## src/rtl/mem_arbiter.sv

```systemverilog
// Shares a single-port memory between the CPU and a DMA/debug requester.
// The CPU has default priority; a starvation timer and a burst limit guarantee DMA progress.
module mem_arbiter #(
  parameter int unsigned STARVE_LIMIT = 4,
  parameter int unsigned MAX_BURST    = 4
) (
  input  logic        CLK,
  input  logic        R,
  input  logic        cpu_req,
  input  logic        cpu_we,
  input  logic [15:0] cpu_addr,
  input  logic [7:0]  cpu_wdata,
  output logic        cpu_rdy,
  input  logic        dma_req,
  input  logic        dma_we,
  input  logic [15:0] dma_addr,
  input  logic [7:0]  dma_wdata,
  output logic        dma_rdy,
  output logic [7:0]  rdata,
  output logic [15:0] mem_addr,
  output logic        mem_we,
  output logic [7:0]  mem_wdata,
  input  logic [7:0]  mem_rdata,
  output logic        dma_owner,
  output logic [15:0] stall_cnt
);

  typedef enum logic {PRI_CPU, PRI_DMA} pri_t;

  localparam logic [3:0] WAIT_LAST  = 4'(STARVE_LIMIT - 1);
  localparam logic [3:0] BURST_LAST = 4'(MAX_BURST - 1);

  pri_t       pri;
  logic [3:0] wait_cnt;
  logic [3:0] burst_cnt;
  logic       grant_dma;

  // Grant is qualified by R so a write is suppressed as soon as reset asserts.
  always_comb begin
    grant_dma = R && dma_req && (!cpu_req || (pri == PRI_DMA));
    dma_owner = grant_dma;
    dma_rdy   = grant_dma;
    cpu_rdy   = R && !(cpu_req && grant_dma);
    mem_addr  = grant_dma ? dma_addr  : cpu_addr;
    mem_wdata = grant_dma ? dma_wdata : cpu_wdata;
    mem_we    = R && (grant_dma ? (dma_we && dma_req) : (cpu_we && cpu_req));
    rdata     = mem_rdata;
  end

  always_ff @(posedge CLK or negedge R) begin
    if (!R) begin
      pri       <= PRI_CPU;
      wait_cnt  <= '0;
      burst_cnt <= '0;
      stall_cnt <= '0;
    end else begin
      if (cpu_req && !cpu_rdy && (stall_cnt != '1))
        stall_cnt <= stall_cnt + 16'd1;

      case (pri)
        PRI_CPU: begin
          if (dma_req && !grant_dma) begin
            if (wait_cnt == WAIT_LAST) begin
              pri      <= PRI_DMA;
              wait_cnt <= '0;
            end else begin
              wait_cnt <= wait_cnt + 4'd1;
            end
          end else begin
            wait_cnt <= '0;
          end
        end
        PRI_DMA: begin
          if (!dma_req || (burst_cnt == BURST_LAST)) begin
            pri       <= PRI_CPU;
            burst_cnt <= '0;
          end else begin
            burst_cnt <= burst_cnt + 4'd1;
          end
        end
        default: pri <= PRI_CPU;
      endcase
    end
  end

endmodule

```

## config.mk

```make
export PLATFORM = sky130hd
export DESIGN_NAME = mem_arbiter
export DESIGN_NICKNAME = d
export VERILOG_FILES = /design/src/rtl/mem_arbiter.sv
export SDC_FILE = /design/constraint.sdc
export NUM_CORES = 1
export LEC_CHECK = 0
export ABC_AREA = 1
export ABC_CLOCK_PERIOD_IN_PS = 1700
export CORE_UTILIZATION = 38
export CTS_CLUSTER_SIZE = 20
export DETAILED_ROUTE_END_ITERATION = 12
export PLACE_DENSITY = 0.87
export SYNTH_ARGS = -nofsm -noshare
export SYNTH_HDL_FRONTEND = slang
export SYNTH_SLANG_ARGS = --single-unit
```

## constraint.sdc

```tcl
create_clock -name CLK -period 1.7 [get_ports CLK]
set_clock_uncertainty 0.1 [all_clocks]
set_input_delay 0.34 -clock CLK [delete_from_list [all_inputs] [get_ports CLK]]
set_output_delay 0.34 -clock CLK [all_outputs]
set_load 0.03 [all_outputs]
```

; ---- Word level (Yosys, flattened, before mapping)
; Cells that the tools add are included.
[classes]
add_sub_neg = 3
div = 0
n_eq_ne = 3
n_reduce_logical = 17
n_bitwise = 1
magnitude_cmp = 0
shift = 0
mux = 10
mul = 0
[ops]
columns = operator, n
row1 = 16-bit by 1-bit adder with 16-bit output (second input constant), 1
row2 = 16-bit two-way mux, 1
row3 = 16-bit inequality test (second input constant), 1
row4 = 4-bit two-way mux, 3
row5 = 1-bit logical AND, 10
row6 = 4-bit by 1-bit adder with 4-bit output (second input constant), 2
row7 = 4-bit by 2-bit == test with 1-bit output (second input constant), 2
row8 = 8-bit two-way mux, 1
row9 = 1-bit zero test, 5
row10 = 1-bit two-way mux, 4
row11 = 1-bit logical OR, 2
row12 = 1-bit one-hot mux with 2 select lines, 1
row13 = 1-bit inverter, 1
[word_totals]
output_inout_bits = 52
input_bits = 62
regBits = 25
mem_bits_rw = 0
latchBits = 0
n_memories = 0
romBits = 0

; ---- Logic depth before layout (Yosys ltp)
; Gate-level depths: netlist (run 1).
[logic_depth]
ltp_word = 9
mapped_depth = 10
ltp_nobuf = 9

; ---- Worst setup path before layout (run 1)
; No wires, ideal clock.
[synth_path]
kind = flip-flop to output port
start = register pri
end = output port mem_we
path_stages_with_launch = 6
slack_ns = -0.019
required_ns = 1.260
arrival_ns = 1.279
path_cell_list = dfrtp_1 -> inv_2 -> a21oi_1 -> buf_4 -> a21oi_1 -> nor2_1
[synth_between]
elab_chain_len = 4
[synth_lines]
columns = item, line_no
row1 = from (decl), 33  ; pri_t pri;
row2 = from (signal assigned), 52  ; pri <= PRI_CPU;
row3 = from (signal assigned), 64  ; pri <= PRI_DMA;
row4 = from (signal assigned), 75  ; pri <= PRI_CPU;
row5 = 1-bit logical OR, 40  ; grant_dma = R && dma_req && (!cpu_req || (pri == PRI_DMA));
row6 = 1-bit logical AND, 40
row7 = 1-bit two-way mux, 46  ; mem_we = R && (grant_dma ? (dma_we && dma_req) : (cpu_we && cpu_req));
row8 = 1-bit logical AND, 46
row9 = to (decl), 21  ; output logic mem_we,
; Every way passes these cells.

; ---- Final worst setup path (run 1)
[layout_path]
start = register pri
end = output port mem_addr[4]
[layout_between]
elab_chain_len = 3
[layout_lines]
columns = item, line_no
row1 = 1-bit logical OR, 40
row2 = 1-bit logical AND, 40
row3 = 16-bit two-way mux, 44  ; mem_addr = grant_dma ? dma_addr : cpu_addr;
row4 = to (decl), 20  ; output logic [15:0] mem_addr,
; Every way passes these cells.

==> results of run 1 <==
## cells in the final DEF, fill, tap and decap left out, drive strengths merged, types with 2 or more instances in the layout
cell / instances
dfrtp: 25
nor2: 22
o22ai: 2
a21oi: 3
nand4: 8
nand3: 15
ha: 3
o21ai: 15
nand2: 140
dlygate4sd2: 18
inv: 26
buf: 56
clkdlybuf4s50: 50
nand3b: 2
xor2: 3
clkbuf: 3
clkinv: 2
xnor2: 5
## final cells by class
type / instances / area, µm² / area share, %
timing repair buffer: 125 / 1230 / 37.4
multi-input combinational: 221 / 1190 / 36.2
sequential: 25 / 627 / 19.1
inverter: 28 / 109 / 3.31
tap: 67 / 83.8 / 2.55
clock buffer: 3 / 41.3 / 1.26
clock inverter: 1 / 7.51 / 0.229
## stage by stage
stage          std cells  cell area, µm²  TNS [ns]
2_1_floorplan        290            1920         0
3_3_place_gp         459            2930    -17.86
3_5_place_dp         459            2930    -19.16
4_1_cts              467            3210     -3.32
5_1_grt              470            3280     -4.83
6_report             470            3280     -3.18
## flip-flops by register name (all words and copies together), names as in the netlist
signal     cells
stall_cnt     16
burst_cnt      4
pri            1
wait_cnt       4
## metal layers
metal | vias up | GRT usage (%)
met5 | - | 0
li1 | 1120 | -
met3 | 17 | 4.42
met2 | 72 | 38.7
met4 | 0 | 10.0
met1 | 1050 | 27.7
## cell families after synthesis
family	count (synthesis)	synth area share [%]
AO/OA/AOI/OAI	22	7.83
adder cells (fa/ha/maj)	3	1.96
buffers and inverters	44	12.5
flip-flops	25	32.6
multiplexers	1	0.522
AND/OR/NAND/NOR	187	40.9
XOR/XNOR	8	3.66
## path summary, 6_finish.rpt
| path | from | to | slack [ns] | cells after the start |
|---|---|---|---|---|
| hold / removal | R | stall_cnt[7] | 0.10 | 2 |
| hold reg to reg | burst_cnt[1] | burst_cnt[1] | 0.43 | 1 |
| setup reg to reg | stall_cnt[1] | stall_cnt[9] | 0.12 | 9 |
| max in group asynchronous | R | stall_cnt[0] | 1.03 | 3 |
| min in group CLK | burst_cnt[1] | burst_cnt[1] | 0.43 | 1 |
| setup / recovery | pri | mem_addr[4] | -0.16 | 6 |
## power by group through the flow
stage	sequential [mW]	clock [mW]	combinational (mW)
final	0.819	0.362	1.17
after global routing	0.834	0.410	1.26
after CTS	0.823	0.367	1.12
after detailed placement	0.835	0	1.07
after global placement	0.830	0	1.05
after floorplan	0.947	0	0.512
## what timing repair did
action,CTS,global route
gates cloned,3,0
gates resized for setup,94,12
pin swaps,16,8
setup buffers,2,4
endpoints found under the setup margin,58,36
==> summary.txt, run 1 <==
Initial drt markers -> 87
Max stage delay on crit path -> 0.37 ns
Wire length reported by the detailed router -> 6230 µm
Cts bufs inserted -> 3
Die ar. -> 5330 µm²
Wire per inst -> 13.3 µm
Cell leakage power -> 1.58 nW
Drt pass-1 iters -> 4
DR vias/cell -> 4.81
Core Area -> 4790 µm²
Sw Ratio -> 39.9%
Outcome -> complete, but fails checks
Grt total ovfl -> 0
Post-synth top area share -> 32.6%
Crit path required time -> 1.26 ns
Synth area leader -> dfrtp_1
Crit path max-delay cell type -> dfrtp_1
Area contributors post-synth -> dfrtp_1, nand2_1, inv_1
Clock tree root buffer cell -> clkbuf_8
Clock sinks -> 25
Die Span Y -> 73.0 µm
Slew of the pin with the lowest slew margin -> 0.311 ns
First-pass GRT wire length -> 9350 µm
Number of global-route vias before repair -> 2053
Fin Hold WS -> 0.105 ns
DIE WIDTH -> 73.0 µm
H-tree depth -> 1
CTS Hold Bufs -> 0
Gpl congestion -> 0.843
P_sw -> 937 µW
Largest net degree at the start of global routing -> 16
RSZ-0062 raised after global routing -> true
Routed wire length on met3 -> 289 µm
Layout Area Growth over Synthesis -> 71.3%
Metal2 WL -> 3280 µm
Seq pwr share -> 34.9%
Failing checks -> setup timing
Fraction of layout cells with a size suffix above 1 -> 31.0%
Detailed-placement wirelength estimate -> 4400 µm
Critical setup path kind -> flop to output pin
Cell variety after synth -> 27
Place WS -> -0.500 ns
Period utilisation layout -> 109%
Syn. warnings -> 0
Initial Utilization -> 40.1%
Arr. time, crit path -> 1.42 ns
Buffer depth of the longest clock path -> 2
Yosys reg bits -> 25
Final hold vios -> 0
Synth Instances -> 290
Post-synth EDFFs -> 0
Syn nets -> 355
Final worst path period need -> 1.86 ns
IO buf count -> 97
Most used cell, CP -> buf_6
Maxcap violations -> 0
Post-synthesis sequential area ratio -> 32.6%
# rows -> 25
Cell breakdown of the critical path -> inv_2, a21oi_4, buf_6, nand2_1, nand2_2, buf_6
Combinational cell fraction of total power -> 49.7%
Max-slew headroom -> 79.3%
Worst-path clk slew -> 0.09 ns
Asr flop ratio synth -> 100%
Power per cell area -> 716 nW/µm²
Commonest cells post-synth -> nand2_1, dfrtp_1, inv_1
Worst skew pair latency -> 0.27 ns
Synth Flop Type -> dfrtp_1
Top delay family on crit path -> buffers and inverters
Filler Cell Count -> 391
Slew Limit Fails -> 0
M1 WL -> 2500 µm
Syn Area/Cell -> 6.61 µm²
Routed Antenna Nets -> 0
Crit path max fanout -> 13
Max Freq -> 538 MHz
Nets -> 469
CTS tree -> yes
Crit. End Element -> output pin
Post-Syn Area -> 1920 µm²
Setup ws final -> -0.159 ns
Crit start category -> flop
Pint -> 1.41 mW
VDD IR max -> 0.738 mV
Most frequent cell after synthesis -> nand2_1
Clock Power Share -> 15.4%
Share of the core filled with cells -> 68.6%
# setup viols final -> 25
# diodes -> 0
Initial antenna violation count -> 0
Total GRT Usage -> 22.7%
Highest Signal Layer -> met4
Vias -> 2259
# DRC -> 0
Num ports -> 114
Buf+Inv Stages, Crit Path -> 3
Total Power -> 2.35 mW
Worst hold path type -> primary input to async pin
(Power assumes the default switching activity.)
==> run 2, diff against run 1 <==
SLEW_MARGIN = 20   (was unset)
==> results of run 2 <==
No change in the layout: final DEF, timing and power equal those of run 1.
==> run 3, diff against run 2 <==
CORE_MARGIN = 1.5   (was unset)
MAX_ROUTING_LAYER = met4   (was unset)
SETUP_SLACK_MARGIN = 0.5   (was unset)
==> run 3 against run 2 <==
  * The flow still finishes with violations (setup timing)
  * Largest power group unchanged
  * Largest cell class is now multi-input gates
  * Total power up 16%
  * Critical path type is now primary input to output pin
  * Cell count up 5.1%
  * Design area up 21%
  * Global-route usage up 7.3 points
  * First-iteration DRC count up 57%
  * Critical path depth up 3
  * Sequential cell count unchanged
  * Sequential share of layout area down 2.9 points
  * Non-clock buffer count up 21
  * Clock power about the same
==> summary.txt, run 3 (synthesis results as in run 1) <==
DR vias/cell -> 5.13 (was 4.81)
Gpl congestion -> 0.825 (was 0.843)
Clock tree root buffer cell -> clkbuf_8 (unchanged)
Buffer depth of the longest clock path -> 2 (unchanged)
Grt total ovfl -> 0 (unchanged)
Fraction of layout cells with a size suffix above 1 -> 52.1% (was 31.0%)
Max Freq -> 491 MHz (was 538 MHz)
Largest net degree at the start of global routing -> 15 (was 16)
Total GRT Usage -> 30.0% (was 22.7%)
Routed Antenna Nets -> 0 (unchanged)
Reg2reg setup slack -> -0.06 ns (was 0.12 ns)
Num ports -> 114 (unchanged)
Max FFs per register -> 16 (unchanged)
# DRC -> 0 (unchanged)
Placed cell count -> 458 (was 459)
Place WS -> -0.546 ns (was -0.500 ns)
Outcome -> complete, but fails checks (unchanged)
Wire per inst -> 18.0 µm (was 13.3 µm)
Total Power -> 2.72 mW (was 2.35 mW)
Most used cell, CP -> buf_6 (unchanged)
RSZ-0062 raised after global routing -> true (unchanged)
Worst reg2reg endpoint -> stall_cnt[11] (was stall_cnt[9])
Cell leakage power -> 1.80 nW (was 1.58 nW)
Slew Limit Fails -> 0 (unchanged)
Register with the most flip-flops -> stall_cnt (unchanged)
Top delay family on crit path -> buffers and inverters (unchanged)
Layout Area Growth over Synthesis -> 107% (was 71.3%)
Clock sinks -> 25 (unchanged)
Cell breakdown of the critical path -> clkdlybuf4s15_1, nand2_2, a21oi_4, buf_6, buf_8, buf_12, nand2_8, nand2_4, buf_6 (was inv_2, a21oi_4, buf_6, nand2_1, nand2_2, buf_6)
VDD IR max -> 0.822 mV (was 0.738 mV)
Final hold vios -> 0 (unchanged)
RR Startpoint -> pri (was stall_cnt[1])
Die Span Y -> 74.0 µm (was 73.0 µm)
Wire length reported by the detailed router -> 8910 µm (was 6230 µm)
Crit path max fanout -> 7 (was 13)
Worst hold path type -> primary input to async pin (unchanged)
First-pass GRT wire length -> 12100 µm (was 9350 µm)
Fin Hold WS -> 0.124 ns (was 0.105 ns)
Slew of the pin with the lowest slew margin -> 0.425 ns (was 0.311 ns)
Crit. End Element -> output pin (unchanged)
IO buf count -> 97 (unchanged)
Final worst path period need -> 2.04 ns (was 1.86 ns)
CTS tree -> yes (unchanged)
Max stage delay on crit path -> 0.29 ns (was 0.37 ns)
Crit path max-delay cell type -> clkdlybuf4s15_1 (was dfrtp_1)
Detailed-placement wirelength estimate -> 4580 µm (was 4400 µm)
Worst-path clk slew -> 0.09 ns (about the same)
Setup tns final -> -8.09 ns (was -3.18 ns)
Nets -> 492 (was 469)
Initial drt markers -> 137 (was 87)
Fin cells -> 494 (was 470)
Power per cell area -> 684 nW/µm² (was 716 nW/µm²)
Max-slew headroom -> 71.6% (was 79.3%)
Most frequent cells in the layout -> nand2_1, buf_6, clkdlybuf4s50_1, nand2_2, nand2_4 (was nand2_1, clkdlybuf4s50_1, nand2_2, buf_6, dfrtp_1)
Die ar. -> 5480 µm² (was 5330 µm²)
Maxcap violations -> 0 (unchanged)
# setup viols final -> 40 (was 25)
Initial Utilization -> 40.1% (unchanged)
# rows -> 25 (unchanged)
Setup ws final -> -0.335 ns (was -0.159 ns)
Buf+Inv Stages, Crit Path -> 5 (was 3)
H-tree depth -> 1 (unchanged)
Most common cell after layout, fill and taps aside -> nand2_1 (unchanged)
Core Area -> 4790 µm² (unchanged)
Worst skew pair latency -> 0.27 ns (about the same)
Arr. time, crit path -> 1.60 ns (was 1.42 ns)
Critical setup path kind -> primary input to output pin (was flop to output pin)
Filler Cell Count -> 253 (was 391)
Reg2Reg Depth -> 12 (was 9)
Drt pass-1 iters -> 4 (unchanged)
Number of global-route vias before repair -> 2578 (was 2053)
Cts bufs inserted -> 3 (unchanged)
Failing checks -> setup timing (unchanged)
Biggest regs -> stall_cnt: 16 flops, burst_cnt: 4 flops, wait_cnt: 4 flops (unchanged)
Crit path required time -> 1.26 ns (about the same)
Crit start category -> primary input (was flop)
Period utilisation layout -> 120% (was 109%)
Vias -> 2533 (was 2259)
DIE WIDTH -> 74.0 µm (was 73.0 µm)
Initial antenna violation count -> 0 (unchanged)
==> run 3: cell count changes in the layout (fill, tap and decap cells not counted), sizes merged <==
cell	change
nor2	+1
nand2	+1
diode	+1
clkbuf	+1
dlygate4sd2	-16
buf	+36
clkinv	+1
clkinvlp	-1
==> run 3: power breakdown <==
| group | internal, mW | leakage (nW) | total [mW] | switching [mW] |
|---|---|---|---|---|
| Clock | 0.164 | 0.0255 | 0.360 | 0.196 |
| Combinational | 0.718 | 1.46 | 1.48 | 0.758 |
| Sequential | 0.720 | 0.311 | 0.881 | 0.161 |
| Total | 1.60 | 1.80 | 2.72 | 1.11 |
==> run 3: worst max path at each step <==
stage	startpoint	to	cells after the start
2_1_floorplan	pri	mem_addr[13]	6
3_3_place_gp	R	mem_wdata[5]	8
3_5_place_dp	R	mem_wdata[6]	8
4_1_cts	pri	mem_wdata[6]	8
5_1_grt	R	mem_addr[3]	8
6_report	R	mem_wdata[5]	9
==> run 3: worst reg2reg max path, cell delays in order (launching register included) <==
cell     delay, ns
dfrtp_1       0.40
buf_4         0.14
buf_6         0.10
buf_6         0.10
buf_6         0.11
nand2_4       0.06
inv_2         0.05
o21ai_4       0.21
inv_4         0.11
buf_6         0.14
nand3_1       0.07
nand2_1       0.05
nand2_1       0.05
==> run 3: what timing repair did <==
item / CTS / global route
cloned: 4 / 2
pin swaps: 15 / 13
gates resized for setup: 215 / 24
endpoints found under the setup margin: 69 / 69
hold buffers: 0 / 0
buffers inserted: 20 / 5
==> run 3: layer usage <==
layer  vias up  part of all wire [%]  GRT usage (%)
li1       1178                     -              -
met1      1200                    35           28.8
met2       120                    53           56.1
met3        35                   7.2           5.96
met4         0                   4.1           15.4
met5         -                     0              -
==> run 3: per-stage QoR <==
stage	instance area, µm²	util [%]
floorplan	2190	-
global placement	3190	66.6
detailed placement	3190	66.6
CTS	3800	79.4
global route	3970	83.0
finish	3970	83.0
==> run 3: final cells by class <==
class | instances | area, µm² | share of cell area [%]
Clock inverter | 1 | 5.00 | 0.126
Antenna cell | 1 | 2.50 | 0.0630
Sequential cell | 25 | 643 | 16.2
Tap cell | 67 | 83.8 | 2.11
Inverter | 28 | 116 | 2.93
Clock buffer | 3 | 41.3 | 1.04
Multi-Input combinational cell | 223 | 1560 | 39.2
Timing Repair Buffer | 146 | 1520 | 38.3
